==> src/rtl/mem_cmd_sequencer.sv <==
// Memory command sequencer: pops commands from the FWFT command FIFO and runs each one
// as an 8-beat burst, streaming write lines out or assembling read lines for the response FIFO.
module mem_cmd_sequencer #(
  parameter int unsigned BEATS = 8,
  parameter int unsigned BUS_W = 32
) (
  input  logic                     clk,
  input  logic                     i_nRst,
  input  logic [BEATS*BUS_W+33:0]  i_cmd,
  input  logic                     i_cmdEmpty,
  output logic                     o_cmdRdreq,
  output logic                     o_busReq,
  output logic                     o_busWrite,
  output logic [31:0]              o_busAddr,
  input  logic                     i_busAck,
  output logic                     o_busWValid,
  output logic [BUS_W-1:0]         o_busWData,
  input  logic                     i_busWReady,
  input  logic                     i_busRValid,
  input  logic [BUS_W-1:0]         i_busRData,
  output logic [BEATS*BUS_W-1:0]   o_rspData,
  output logic                     o_rspWrreq,
  input  logic                     i_rspFull,
  output logic                     o_busy,
  output logic [7:0]               o_dropCount
);

  localparam int unsigned LINE_W = BEATS * BUS_W;
  localparam int unsigned CNT_W  = 3;
  localparam int unsigned LINE_B = LINE_W / 8;
  localparam logic [1:0]  OP_WR  = 2'b01;
  localparam logic [1:0]  OP_RD  = 2'b10;

  typedef enum logic [2:0] {
    ST_IDLE,
    ST_REQ,
    ST_WBEAT,
    ST_RBEAT,
    ST_PUSH
  } state_e;

  state_e             state_q,     state_d;
  logic [CNT_W-1:0]   beat_q,      beat_d;
  logic [LINE_W-1:0]  line_q,      line_d;
  logic [7:0]         drop_q,      drop_d;
  logic               cmd_rdreq_q, cmd_rdreq_d;
  logic               bus_req_q,   bus_req_d;
  logic               bus_write_q, bus_write_d;
  logic [31:0]        bus_addr_q,  bus_addr_d;
  logic               wvalid_q,    wvalid_d;
  logic [LINE_W-1:0]  rsp_data_q,  rsp_data_d;
  logic               rsp_wrreq_q, rsp_wrreq_d;
  logic               busy_q,      busy_d;

  logic [1:0]         cmd_op;
  logic [31:0]        cmd_addr;
  logic               last_beat;

  assign cmd_op    = i_cmd[LINE_W+33:LINE_W+32];
  assign cmd_addr  = i_cmd[LINE_W+31:LINE_W];
  assign last_beat = (beat_q == CNT_W'(BEATS - 1));

  // State register and registered outputs
  always_ff @(posedge clk) begin
    if (!i_nRst) begin
      state_q     <= ST_IDLE;
      beat_q      <= '0;
      line_q      <= '0;
      drop_q      <= '0;
      cmd_rdreq_q <= 1'b0;
      bus_req_q   <= 1'b0;
      bus_write_q <= 1'b0;
      bus_addr_q  <= '0;
      wvalid_q    <= 1'b0;
      rsp_data_q  <= '0;
      rsp_wrreq_q <= 1'b0;
      busy_q      <= 1'b0;
    end else begin
      state_q     <= state_d;
      beat_q      <= beat_d;
      line_q      <= line_d;
      drop_q      <= drop_d;
      cmd_rdreq_q <= cmd_rdreq_d;
      bus_req_q   <= bus_req_d;
      bus_write_q <= bus_write_d;
      bus_addr_q  <= bus_addr_d;
      wvalid_q    <= wvalid_d;
      rsp_data_q  <= rsp_data_d;
      rsp_wrreq_q <= rsp_wrreq_d;
      busy_q      <= busy_d;
    end
  end

  // Next-state and output logic
  always_comb begin
    state_d     = state_q;
    beat_d      = beat_q;
    line_d      = line_q;
    drop_d      = drop_q;
    cmd_rdreq_d = 1'b0;
    bus_req_d   = bus_req_q;
    bus_write_d = bus_write_q;
    bus_addr_d  = bus_addr_q;
    wvalid_d    = wvalid_q;
    rsp_data_d  = rsp_data_q;
    rsp_wrreq_d = 1'b0;

    unique case (state_q)
      ST_IDLE: begin
        // The pop strobe is registered, so the head is still the old word while it is high
        if (!i_cmdEmpty && !cmd_rdreq_q) begin
          cmd_rdreq_d = 1'b1;
          if (cmd_op == OP_WR || cmd_op == OP_RD) begin
            line_d      = i_cmd[LINE_W-1:0];
            bus_addr_d  = cmd_addr & ~32'(LINE_B - 1);
            bus_write_d = (cmd_op == OP_WR);
            bus_req_d   = 1'b1;
            state_d     = ST_REQ;
          end else if (drop_q != 8'hFF) begin
            drop_d = drop_q + 8'd1;
          end
        end
      end
      ST_REQ: begin
        if (i_busAck) begin
          bus_req_d = 1'b0;
          beat_d    = '0;
          if (bus_write_q) begin
            wvalid_d = 1'b1;
            state_d  = ST_WBEAT;
          end else begin
            state_d  = ST_RBEAT;
          end
        end
      end
      ST_WBEAT: begin
        if (i_busWReady) begin
          beat_d = beat_q + CNT_W'(1);
          if (last_beat) begin
            wvalid_d = 1'b0;
            state_d  = ST_IDLE;
          end
        end
      end
      ST_RBEAT: begin
        if (i_busRValid) begin
          for (int unsigned k = 0; k < BEATS; k++) begin
            if (beat_q == CNT_W'(k)) rsp_data_d[k*BUS_W +: BUS_W] = i_busRData;
          end
          beat_d = beat_q + CNT_W'(1);
          if (last_beat) state_d = ST_PUSH;
        end
      end
      ST_PUSH: begin
        if (!i_rspFull) begin
          rsp_wrreq_d = 1'b1;
          state_d     = ST_IDLE;
        end
      end
      default: state_d = ST_IDLE;
    endcase

    busy_d = (state_d != ST_IDLE);
  end

  // Write beat data selected from the latched line by the beat counter
  always_comb begin
    o_busWData = '0;
    for (int unsigned k = 0; k < BEATS; k++) begin
      if (beat_q == CNT_W'(k)) o_busWData = line_q[k*BUS_W +: BUS_W];
    end
  end

  assign o_cmdRdreq  = cmd_rdreq_q;
  assign o_busReq    = bus_req_q;
  assign o_busWrite  = bus_write_q;
  assign o_busAddr   = bus_addr_q;
  assign o_busWValid = wvalid_q;
  assign o_rspData   = rsp_data_q;
  assign o_rspWrreq  = rsp_wrreq_q;
  assign o_busy      = busy_q;
  assign o_dropCount = drop_q;

endmodule

==> config.mk <==
export PLATFORM = sky130hd
export DESIGN_NAME = mem_cmd_sequencer
export DESIGN_NICKNAME = d
export VERILOG_FILES = /design/src/rtl/mem_cmd_sequencer.sv
export SDC_FILE = /design/constraint.sdc
export NUM_CORES = 1
export LEC_CHECK = 0
export BUFFER_PORTS_ARGS = -buffer_cell sky130_fd_sc_hd__buf_2
export CORE_MARGIN = 10
export CORE_UTILIZATION = 25
export DETAILED_ROUTE_END_ITERATION = 6
export GPL_TIMING_DRIVEN = 1
export PLACE_DENSITY_LB_ADDON = 0.1
export SLEW_MARGIN = 20
export SYNTH_ARGS = -nofsm -noshare
export SYNTH_HDL_FRONTEND = slang
export SYNTH_SLANG_ARGS = --single-unit
==> constraint.sdc <==
create_clock -name clk -period 4.3 [get_ports clk]
set_input_delay 0.86 -clock clk [delete_from_list [all_inputs] [get_ports clk]]
set_output_delay 0.86 -clock clk [all_outputs]
set_load 0.005 [all_outputs]
# Word level (Yosys, flattened, before mapping)
# Index checks and enable logic that the tools add are counted.
# op_classes
add_sub_neg	2
n_mul	0
div_mod_pow	0
magnitude_cmp	0
eq_ne	21
n_shift	0
n_mux	33
bitwise	1
reduce_logical	25
# ops
op	n
32-bit two-way mux	8
3-bit two-way mux	11
3-bit AND reduction	9
3-bit == test (second input constant)	5
3-bit case mux with 5 select lines	1
2-bit != test (second input constant)	7
3-bit by 2-bit == test with 1-bit output (second input constant)	4
4-bit AND reduction	3
1-bit two-way mux	10
3-bit case mux with 3 select lines	1
8-bit by 1-bit adder with 8-bit output (second input constant)	1
8-bit != test (second input constant)	1
3-bit by 1-bit == test with 1-bit output (second input constant)	2
3-bit zero test	2
3-bit nonzero test	2
5-bit AND reduction	1
1-bit case mux with 2 select lines	2
2-bit AND reduction	2
2-bit nonzero test	2
3-bit by 1-bit adder with 3-bit output (second input constant)	1
2-bit by 1-bit == test with 1-bit output (second input constant)	1
2-bit == test (second input constant)	1
1-bit zero test	2
1-bit logical AND	1
other kinds (2)	2
# word_totals
register_bits	559
latchBits	0
ram_bits	0
mem_bits_ro	0
inputBits	329
output_inout_bits	334
memories	0

# Longest topological paths before layout
# logic_depth
depth_word	9
ltp_mapped	12
depth_no_buf	6

# Worst setup path after synthesis
# No wires, ideal clock.
# synth_timing
path_kind	register to output
startpoint	register beat_q[2]
endpoint	output port o_busWData[21]
arrival_ns	2.255
required_ns	3.440
setup_slack_ns	1.185
path_stages_with_launch	13
path_buffers	6
path_cell_list	dfxtp_1 -> buf_2 -> inv_1 -> buf_2 -> buf_1 -> ha_1 -> buf_2 -> or3_1 -> clkbuf_1 -> buf_2 -> a21oi_1 -> o22ai_1 -> a21oi_1
# synth_between
elab_chain_len	9
word_cells_on_any_way	16
cone_classes	eq/ne (7); mux (8); reduce/logical (1)
# synth_rtl
item	line	rtl
start, declared	43	logic [CNT_W-1:0] beat_q, beat_d;
start signal, assigned	80	beat_q <= beat_d;
3-bit zero test	170	if (beat_q == CNT_W'(k)) o_busWData = line_q[k*BUS_W +: BUS_W];
32-bit two-way mux (7 in series)	170	
32-bit two-way mux (*)	170	
end, declared	17	output logic [BUS_W-1:0] o_busWData,
# Every way passes the cells marked *; elsewhere a longest branch is shown, timed or not.

# Worst setup path in the final report
# layout_timing
startpoint	register beat_q[0]
endpoint	output port o_busWData[13]
# Same word-level chain as after synthesis.

==> reports/results.ini <==
[global_routing]
grt_usage_pct=19.3
gr-total-overflow=0
antenna_found_initial=22
grt_pass1_vias=21432
grt_pass1_wl_um=150000
grt_max_degree=121

[yosys]
synth-edff-count=0
ys_types=46
synth_most_common_cell=nand2_1
ys_warn_count=0
netlist_top_cells_area=dfxtp_1 (50%), nand2_1 (19%), a21oi_1 (14%)
synthCells=2925
synth.largest_area_cell=dfxtp_1
synth_area_sq_um=22200
ys_top_cells_by_count=nand2_1 (1128), a21oi_1 (614), dfxtp_1 (559)
ys_seq_area_share_pct=50.4
synth_seq_cells=559
synth_ff_type=dfxtp_1
avgSynthCellArea_sq_um=7.59
synth_top_area_share_pct=50.4
synthArstFlopShare_pct=0

[sta]
final.period_utilization_pct=94.8
fin_setup_tns_ns=0
hold_violations=0
drv_slew=0
setup_violations=0
setup_ws_ns=0.223
clock_skew_ns=0.0271
finalCriticalPeriod_ns=4.08
tightest_slew_ns=1.03
maxSlewHeadroom_pct=31.4
rsz0062_at_grt=false
fmax_mhz=245

[run_status]
status=completed

[routing]
drt_iter0_drc=1529
final_antenna_net_count=0
drc=0
wl_um=103000
viasPerCell=4.69
routedWlPerCell_um=22.3
num_vias=21705
dr.pass1.iters=5

[pwr]
power_density_nw_per_um2=432
peakVddDrop_uv=349
p_leak_nw=11.2

[die]
die_h_um=318
ios=663
coreArea_sq_um=88200
start_util_pct=25.2
die_w_um=318
dieArea_sq_um=101000
rows=109

[final_layout]
fill_cells=9668
drive_gt1_share_pct=23.6
final_area_sq_um=28500
final_nets=3757
stdcell_count=4632
syn_to_final_growth_pct=28.4

[clocking]
cts-htree-levels=3
cts_buffers=70
cts_tree=built
holdBufCountCts=0
cts_sinks=559
cts.repair.resized=0
clk_latency_ns=0.63
clkTransAtPathRegs_ns=0.05
clockRootBuffer=clkbuf_16
post_cts_buffers=0
cts_buffer_depth=3

[critical_path]
worstSetupStartpointType=flip-flop
worst-endpoint-arrival_ns=3.22
end_kind=primary output
criticalPathCategory=flip-flop to primary output
crit_required_ns=3.44
path_max_fanout=31

[flow_run]
maxCapViolCount=0

[place]
placed_cell_area_sq_um=26200
gp_congestion=0.784
port_buffers=652
place.detailed.instances=4513
dp_slack_ns=0.737
hpwl_um=73300

[hold_path]
worst_hold_path_type=flip-flop to flip-flop

## sequential cells by signal (all words and copies together), names as in the netlist, 3 cells and up
register,flops
line_q,256
o_rspData,256
o_busAddr,27
o_dropCount,8
beat_q,3
state_q,3
## where the power goes
| part | internal [mW] | switching, mW | total [mW] |
|---|---|---|---|
| sequential | 5.35 | 0.105 | 5.46 |
| combinational | 0.344 | 0.627 | 0.971 |
| clock | 3.44 | 2.46 | 5.90 |
| total | 9.14 | 3.19 | 12.3 |
## worst max-delay path: stages (launching register included)
cell and delay, ns:
dfxtp_1 0.44, ha_1 0.23, ha_2 0.27, buf_6 0.25, nor3b_4 0.06, buf_4 0.27
a221o_1 0.34, o22ai_1 0.35, a21oi_1 0.19, buf_2 0.16
## final timing paths
kind	startpoint	slack, ns	cells past startpoint	end
worst max register to register	beat_q[0]$_SDFFE_PN0P_	1.33	7	o_rspData[211]$_SDFFE_PN0P_
worst min-delay path	o_rspData[233]$_SDFFE_PN0P_	0.45	2	o_rspData[233]$_SDFFE_PN0P_
worst min register to register	o_rspData[233]$_SDFFE_PN0P_	0.45	2	o_rspData[233]$_SDFFE_PN0P_
worst max-delay path	beat_q[0]$_SDFFE_PN0P_	0.22	9	o_busWData[13]
## cell usage in the layout (no fill, tap or decap), drive strengths merged, types with 12 or more instances in the layout
cell type	n
o22ai	31
clkbuf	102
inv	72
dfxtp	559
a221oi	63
buf	693
nand3b	34
nor2b	34
nor2	12
a221o	31
a21oi	614
nand2	1128
## kinds of logic after synthesis
group                    Yosys count  share of synthesized area, %
AND/OR/NAND/NOR                 1251                          22.7
AO/OA/AOI/OAI                    758                          19.3
flip-flops                       559                          50.4
buffers and inverters            344                          7.03
adder cells (fa/ha/maj)            8                         0.451
multiplexers                       4                         0.180
other                              1                        0.0169
## cell type report
cell class	instances	area [sq um]	share of cell area (%)
tap	1165	1460	5.11
clock buffer	102	2000	7.02
clock inverter	15	272	0.952
multi-input combinational	2026	9580	33.6
antenna	2	5.00	0.0175
sequential	559	11200	39.2
timing repair buffer	693	3740	13.1
inverter	70	270	0.948
## through the flow
stage	utilization, %	power, mW	hold slack, ns
after floorplan	-	6.09	0.436
after global placement	29.7	6.56	0.441
after detailed placement	29.7	6.56	0.443
after CTS	32.3	12.5	0.404
after global routing	32.3	12.8	0.432
final	32.3	12.3	0.449
## routing by layer
| layer | up-vias | part of all wire [%] | global-route usage [%] |
|---|---|---|---|
| li1 | 10636 | - | - |
| met1 | 10191 | 42 | 23.5 |
| met2 | 684 | 47 | 32.0 |
| met3 | 170 | 6.7 | 5.47 |
| met4 | 24 | 3.7 | 7.12 |
| met5 | - | 0.17 | 0 |
Power figures use the tool's default switching activity.
